### src/rtl/serial_add_sub_if.sv
// serial_add_sub_if: start/busy/done handshake and operand/result bundle for the serial adder.
interface serial_add_sub_if #(parameter int WIDTH = 8);
    logic start, cin, sub, busy, done, cout, overflow;
    logic [WIDTH-1:0] a, b, sum;
    modport master (output start, a, b, cin, sub, input busy, done, sum, cout, overflow);
    modport slave (input start, a, b, cin, sub, output busy, done, sum, cout, overflow);
endinterface

### src/rtl/serial_add_sub.sv
// serial_add_sub: bit-serial add/subtract, LSB first, one full-adder slice over WIDTH cycles.
module serial_add_sub #(parameter int WIDTH = 8) (
    input logic clk,
    input logic rst_n,
    serial_add_sub_if.slave bus
);
    localparam int CW = $clog2(WIDTH);
    typedef enum logic [1:0] {IDLE, SHIFT, DONE} state_t;
    state_t state;
    logic [WIDTH-1:0] op_a, op_b, res;
    logic [CW-1:0] cnt;
    logic carry, s, c;
    // operands are shifted right each cycle so bit cnt always sits at position 0
    assign s = op_a[0] ^ op_b[0] ^ carry;
    assign c = (op_a[0] & op_b[0]) | (op_a[0] & carry) | (op_b[0] & carry);
    always_ff @(posedge clk or negedge rst_n) begin
        if (!rst_n) begin
            state <= IDLE;
            op_a <= '0;
            op_b <= '0;
            res <= '0;
            cnt <= '0;
            carry <= 1'b0;
            bus.busy <= 1'b0;
            bus.done <= 1'b0;
            bus.sum <= '0;
            bus.cout <= 1'b0;
            bus.overflow <= 1'b0;
        end else begin
            case (state)
                IDLE: if (bus.start) begin
                    op_a <= bus.a;
                    op_b <= bus.sub ? ~bus.b : bus.b;
                    carry <= bus.cin ^ bus.sub;
                    res <= '0;
                    cnt <= '0;
                    bus.busy <= 1'b1;
                    state <= SHIFT;
                end
                SHIFT: begin
                    op_a <= op_a >> 1;
                    op_b <= op_b >> 1;
                    res <= {s, res[WIDTH-1:1]};
                    carry <= c;
                    cnt <= cnt + 1'b1;
                    if (cnt == CW'(WIDTH - 1)) begin
                        // carry is still the carry into the MSB here
                        bus.sum <= {s, res[WIDTH-1:1]};
                        bus.cout <= c;
                        bus.overflow <= carry ^ c;
                        bus.busy <= 1'b0;
                        bus.done <= 1'b1;
                        state <= DONE;
                    end
                end
                DONE: begin
                    bus.done <= 1'b0;
                    state <= IDLE;
                end
                default: state <= IDLE;
            endcase
        end
    end
endmodule

### src/flat_wrapper.sv
// flat-port wrapper written by rule: the top's interface ports become plain ports
module serial_add_sub_flat 
#(parameter int WIDTH = 8)
  (clk, rst_n, bus_start, bus_a, bus_b, bus_cin, bus_sub, bus_busy, bus_done, bus_sum, bus_cout, bus_overflow);
  serial_add_sub_if #(.WIDTH(WIDTH)) bus_i ();
  input logic clk;
  input logic rst_n;
  input wire logic [$bits(bus_i.start)-1:0] bus_start;
  input wire logic [$bits(bus_i.a)-1:0] bus_a;
  input wire logic [$bits(bus_i.b)-1:0] bus_b;
  input wire logic [$bits(bus_i.cin)-1:0] bus_cin;
  input wire logic [$bits(bus_i.sub)-1:0] bus_sub;
  output wire logic [$bits(bus_i.busy)-1:0] bus_busy;
  output wire logic [$bits(bus_i.done)-1:0] bus_done;
  output wire logic [$bits(bus_i.sum)-1:0] bus_sum;
  output wire logic [$bits(bus_i.cout)-1:0] bus_cout;
  output wire logic [$bits(bus_i.overflow)-1:0] bus_overflow;
  assign bus_i.start = bus_start;
  assign bus_i.a = bus_a;
  assign bus_i.b = bus_b;
  assign bus_i.cin = bus_cin;
  assign bus_i.sub = bus_sub;
  assign bus_busy = bus_i.busy;
  assign bus_done = bus_i.done;
  assign bus_sum = bus_i.sum;
  assign bus_cout = bus_i.cout;
  assign bus_overflow = bus_i.overflow;
  serial_add_sub #(.WIDTH(WIDTH)) u_core (.clk(clk), .rst_n(rst_n), .bus(bus_i));
endmodule
### config.mk
export PLATFORM = sky130hd
export DESIGN_NAME = serial_add_sub_flat
export DESIGN_NICKNAME = d
export VERILOG_FILES = /design/src/rtl/serial_add_sub_if.sv /design/src/rtl/serial_add_sub.sv /design/src/flat_wrapper.sv
export SDC_FILE = /design/constraint.sdc
export NUM_CORES = 1
export LEC_CHECK = 0
export ABC_AREA = 0
export BUFFER_PORTS_ARGS = -buffer_cell sky130_fd_sc_hd__buf_2
export CAP_MARGIN = 20
export CORE_MARGIN = 2
export CORE_UTILIZATION = 49
export DETAILED_ROUTE_END_ITERATION = 10
export PLACE_DENSITY = 0.78
export SETUP_SLACK_MARGIN = 0.15
export SYNTH_ARGS = -nofsm -noshare
export SYNTH_HDL_FRONTEND = slang
export SYNTH_SLANG_ARGS = --single-unit
export TNS_END_PERCENT = 10
### constraint.sdc
create_clock -name clk -period 1.4 [get_ports clk]
set_input_delay 0.14 -clock clk [delete_from_list [all_inputs] [get_ports clk]]
set_output_delay 0.14 -clock clk [all_outputs]
set_load 0.01 [all_outputs]
## Word level (Yosys, flattened, before mapping)

Cells that the tools add are included.

- Bitwise operators: 10
- Multiplexer cells: 19
- Add/sub/neg operators: 1
- Eq/ne operators: 5
- Reductions and logical operators: 8

Operators by type and width:

| kind | number |
|---|---|
| $pmux 8 s2 | 3 |
| $mux 8 | 4 |
| $not 8->8 | 1 |
| $reduce_and 2->1 | 4 |
| $pmux 1 s2 | 3 |
| $pmux 3 s2 | 1 |
| $mux 1 | 4 |
| $mux 2 | 2 |
| $pmux 2 s2 | 1 |
| $reduce_bool 2->1 | 2 |
| $xor 1x1->1 | 4 |
| $add 3x1->3 const B | 1 |
| $and 1x1->1 | 3 |
| $eq 3x3->1 const B | 1 |
| $mux 3 | 1 |
| $reduce_and 3->1 | 1 |
| $eq 2x1->1 const B | 1 |
| $eq 2x2->1 const B | 1 |
| $logic_not 2->1 | 1 |
| $ne 2x1->1 const B | 1 |
| $ne 2x2->1 const B | 1 |
| $or 1x1->1 | 2 |

- Input port bits: 21
- Bits in registers: 42
- Word-level logic and storage cells: 54

## Longest topological paths before layout

- Word-level depth: 4
- Depth in mapped cells: 6
- Gate-level depth less buffers: 5

## Worst setup path after synthesis

No wires, ideal clock.

- Path type: reg2reg
- From: register u_core.cnt[0]
- To: register u_core.bus.cout
- Stages on the path, launching flop included: 6
- Data arrival time: 1.393 ns
- Path slack: -0.118 ns
- Path buffers: 1
- Cells stage by stage: dfrtp_1 > ha_1 > ha_1 > nand3b_1 > buf_2 > mux2_2

- Word-level cells in the longest chain between the ends: 2

RTL lines:

| what | RTL line | source |
|---|---|---|
| from (decl) | serial_add_sub.sv:11 | `logic [CW-1:0] cnt;` |
| from (signal assigned) | serial_add_sub.sv:45 | `cnt <= cnt + 1'b1;` |
| $eq 3x3->1 | serial_add_sub.sv:46 | `if (cnt == CW'(WIDTH - 1)) begin` |
| $reduce_and 2->1 (no line) | n/a |  |
| to (signal assigned) | serial_add_sub.sv:27 | `bus.cout <= 1'b0;` |
| to (signal assigned) | serial_add_sub.sv:49 | `bus.cout <= c;` |
| to (decl) | serial_add_sub_if.sv:6 | `modport slave (input start, a, b, cin, sub, output busy, done, sum, cout, overflow);` |

No other way between the ends.
A chain may end at the register's enable or synchronous reset.

## Final worst setup path

- From: register u_core.cnt[1]
- To: register u_core.bus.sum[5]

- Word-level cells in the longest chain between the ends: 2

RTL lines:

| what | RTL line | source |
|---|---|---|
| $eq 3x3->1 | serial_add_sub.sv:46 |  |
| $reduce_and 2->1 (no line) | n/a |  |
| to (signal assigned) | serial_add_sub.sv:48 | `bus.sum <= {s, res[WIDTH-1:1]};` |
| to (decl) | serial_add_sub_if.sv:6 |  |

No other way between the ends.

==> summary.md <==
| Metric | Value |
|---|---|
| First-pass GRT wire length | 5.66 mm |
| CORE AREA | 3610 um2 |
| PwrDens | 2040 nW/um2 |
| Synthesis warning total | 0 |
| Yosys cell types | 27 |
| Flop pwr share | a little over two fifths |
| Syn avg cell area | 13.0 um2 |
| Vias post-DR | ~1200 |
| Clock Root Buffer | clkbuf_8 |
| Post-place setup slack | -68.4 ps |
| Measured slew at the worst slew-check pin | roughly 470 ps |
| Syn Inst Count | 140 |
| Syn_nets | 165 |
| RSZ-0062 raised after global routing | true |
| Mapped cell area | 1820 um2 |
| Yosys top cell by area | dfrtp_1 |
| Remaining global-route overflow | 0 |
| Drt total wl | 3.25 mm |
| Clk slew on worst S/H paths | roughly 80 ps |
| Final min period | 1440 ps |
| CTS tree | built |
| Critical Path RT | between 1500 and 2000 ps |
| Slowest CP cell | dfrtp_1 |
| Share of cells above drive strength 1 | 38.2% |
| Crit path kind | reg2reg |
| NetSw | 0.00156 W |
| Slew Limit Headroom | 68.5% |
| Status | finished with violations |
| CP delay by family, top | flip-flops |
| H-tree depth | 2 |
| Vias in the first global route | ~1300 |
| Async SR Flop Fraction | 100% |
| Initial DRC count | 25 |
| CP bufs+invs | 1 |
| Largest net degree at the start of global routing | 24 |
| Worst Path Arrival | ~1600 ps |
| Row count | 22 |
| Clock power frac | 16.0% |
| Post-synth top cells | 41 x dfrtp_1, 11 x nand2_1, 11 x o21ai_0 |
| Post-CTS Repair Setup Buffers | 0 |
| Share of the synthesized area in the top cell type | a little under three fifths |
| HP Class | in2reg |
| Die Height | 64.9 um |
| Final Skew | 3.57 ps |
| Synth Register Bits | 41 |
| IO Pins | 33 |
| Final-report max-slew violation count | 0 |
| GPL Wtd Cong | just under 0.8 |
| Sequential-to-total area share from yosys stat | 56.4% |
| Critical Path Start Type | register |
| Switching part of the total | 33.2% |
| Initial antenna violation count | 0 |
| Final period utilization | 103% |
| Crit-path max FO | 11 |
| Max clock buf depth | 2 |
| Critical path capture point type | register |
| EDFF count, synth | 0 |
| Final setup fails | 9 |
| Total negative slack | -323 ps |
| Die ar. | 4220 um2 |
| Pint | 0.00314 W |
| Antenna Cells | 0 |
| Die X | 64.9 um |
| Maxcap violations | 0 |
| VDD IR max | 0.929 mV |
| Ys flop type | dfrtp_1 |
| All-layer global routing usage | 18.0% |
| Leakage | between 1 and 1.5 nW |
| Max incr delay on CP | roughly 400 ps |
| # DRC | 0 |
| Critical path, cell by cell | ha_2 -> ha_4 -> nand3b_1 -> buf_12 -> mux2_4 |
| Hold Slack | 106 ps |
| IO buf count | 32 |
| Setup ws final | -37.2 ps |
| CTS Buf Count | 5 |
| Wire per inst | 13.9 um |
| Synth area leaders | dfrtp_1 56%, mux2_2 6.2%, a22o_1 4.3%, a221o_1 3.9%, mux2i_1 3.9% |
| Combinational Power Share | 41.7% |
| Fill cells | 280 |
| Drt pass-1 iters | 4 |
| CTS Sinks | 41 |
| Clock latency on the worst-skew pair | 290 ps |
| Fmax | 696 MHz |
| Routed vias/inst | 5.18 |
| Starting Density | 50.5% |
| Dpl hpwl | 2.43 mm |
| Layout area overhead | 26.4% |
| Final Util | between 60 and 70% |
| Pwr Total | between 0.004 and 0.005 W |
| # nets final | 210 |
| Failing checks | negative setup slack |
| Final Hold Violating Endpoints | 0 |
| Post-DRT Antenna Nets | 0 |
| Top-count cell post-synth | dfrtp_1 |
==> final timing paths <==
check | start | end | slack, ps | cells past startpoint
worst max-delay path | u_core.cnt[1]$_DFFE_PN0P_ | u_core.bus.sum[5]$_DFFE_PN0P_ | -40 | 5
worst min-delay path | bus_a[7] | u_core.op_a[7]$_DFFE_PN0P_ | 110 | 2
worst max register to register | u_core.cnt[1]$_DFFE_PN0P_ | u_core.bus.sum[5]$_DFFE_PN0P_ | -40 | 5
worst min register to register | u_core.bus.overflow$_DFFE_PN0P_ | u_core.bus.overflow$_DFFE_PN0P_ | 480 | 2
max in group asynchronous | rst_n | u_core.carry$_DFFE_PN0P_ | 590 | 3
min in group asynchronous | rst_n | u_core.cnt[2]$_DFFE_PN0P_ | 330 | 2
==> cell families after synthesis <==
kind of cell / after synthesis / synth area share, %
AOI/OAI and AO/OA: 33 / 14.3
xor gates and xnor gates: 10 / 4.81
adders and majority gates: 4 / 3.16
buffers and inverters: 12 / 3.92
DFF: 41 / 56.4
muxes: 17 / 10.0
and+or+nand+nor: 23 / 7.36
==> metrics by stage <==
step                area [um2]  cells
finish                    2300    234
floorplan                 1870    140
global placement          2150    225
CTS                       2300    234
detailed placement        2150    225
global route              2300    234
==> registers in the layout (all words and copies together) (netlist names), 2 cells and up <==
register,cells
u_core.state,2
u_core.cnt,3
u_core.op_b,8
u_core.res,7
u_core.op_a,8
u_core.bus.sum,8
==> power groups by stage <==
stage               logic [W]  clock network (W)  registers (W)
floorplan             0.00126                  0        0.00199
global placement      0.00177                  0        0.00197
detailed placement    0.00185                  0        0.00201
CTS                   0.00199           0.000778        0.00199
global route          0.00216           0.000825        0.00205
finish                0.00196           0.000754        0.00199
==> layout make-up <==
type / instances / area, um2 / share of cell area (%)
clock inverters: 3 / 17.5 / 0.762
repair buffers: 47 / 327 / 14.2
flip-flops and latches: 41 / 1030 / 44.6
multi-input cells: 87 / 788 / 34.3
well taps: 48 / 60.1 / 2.61
inverters: 3 / 12.5 / 0.544
clock buffers: 5 / 68.8 / 2.99
==> layout by cell type (no fill, tap or decap), types with 2 or more instances in the layout <==
| cell | instances |
|---|---|
| buf_4 | 5 |
| xor2_1 | 8 |
| clkinv_2 | 3 |
| o21ai_0 | 5 |
| buf_2 | 32 |
| nand2_1 | 11 |
| o21ai_1 | 6 |
| clkbuf_8 | 5 |
| dfrtp_1 | 41 |
| buf_12 | 2 |
| a21oi_1 | 2 |
| a22o_1 | 9 |
| mux2_4 | 10 |
| xnor2_1 | 2 |
| a221o_1 | 7 |
| buf_6 | 7 |
| nor3b_1 | 7 |
| mux2i_1 | 7 |
| inv_1 | 2 |
==> layer usage <==
layer / vias up / wire length, um / track usage [%] / share of wire (%)
met5: - / 0 / 0 / 0
met4: 0 / 68 / 7.45 / 2.1
met3: 8 / 169 / 6.25 / 5.2
met2: 34 / 1540 / 28.5 / 47
met1: 580 / 1470 / 22.5 / 45
li1: 590 / - / - / -
==> repair_timing <==
item,4_1_cts,5_1_grt
endpoints found under the hold margin,18,0
endpoints found under the setup margin,36,34
resized for setup,18,1
hold buffers,1,0
gates cloned,0,0
pin swaps,3,2
Power figures use the tool's default switching activity.
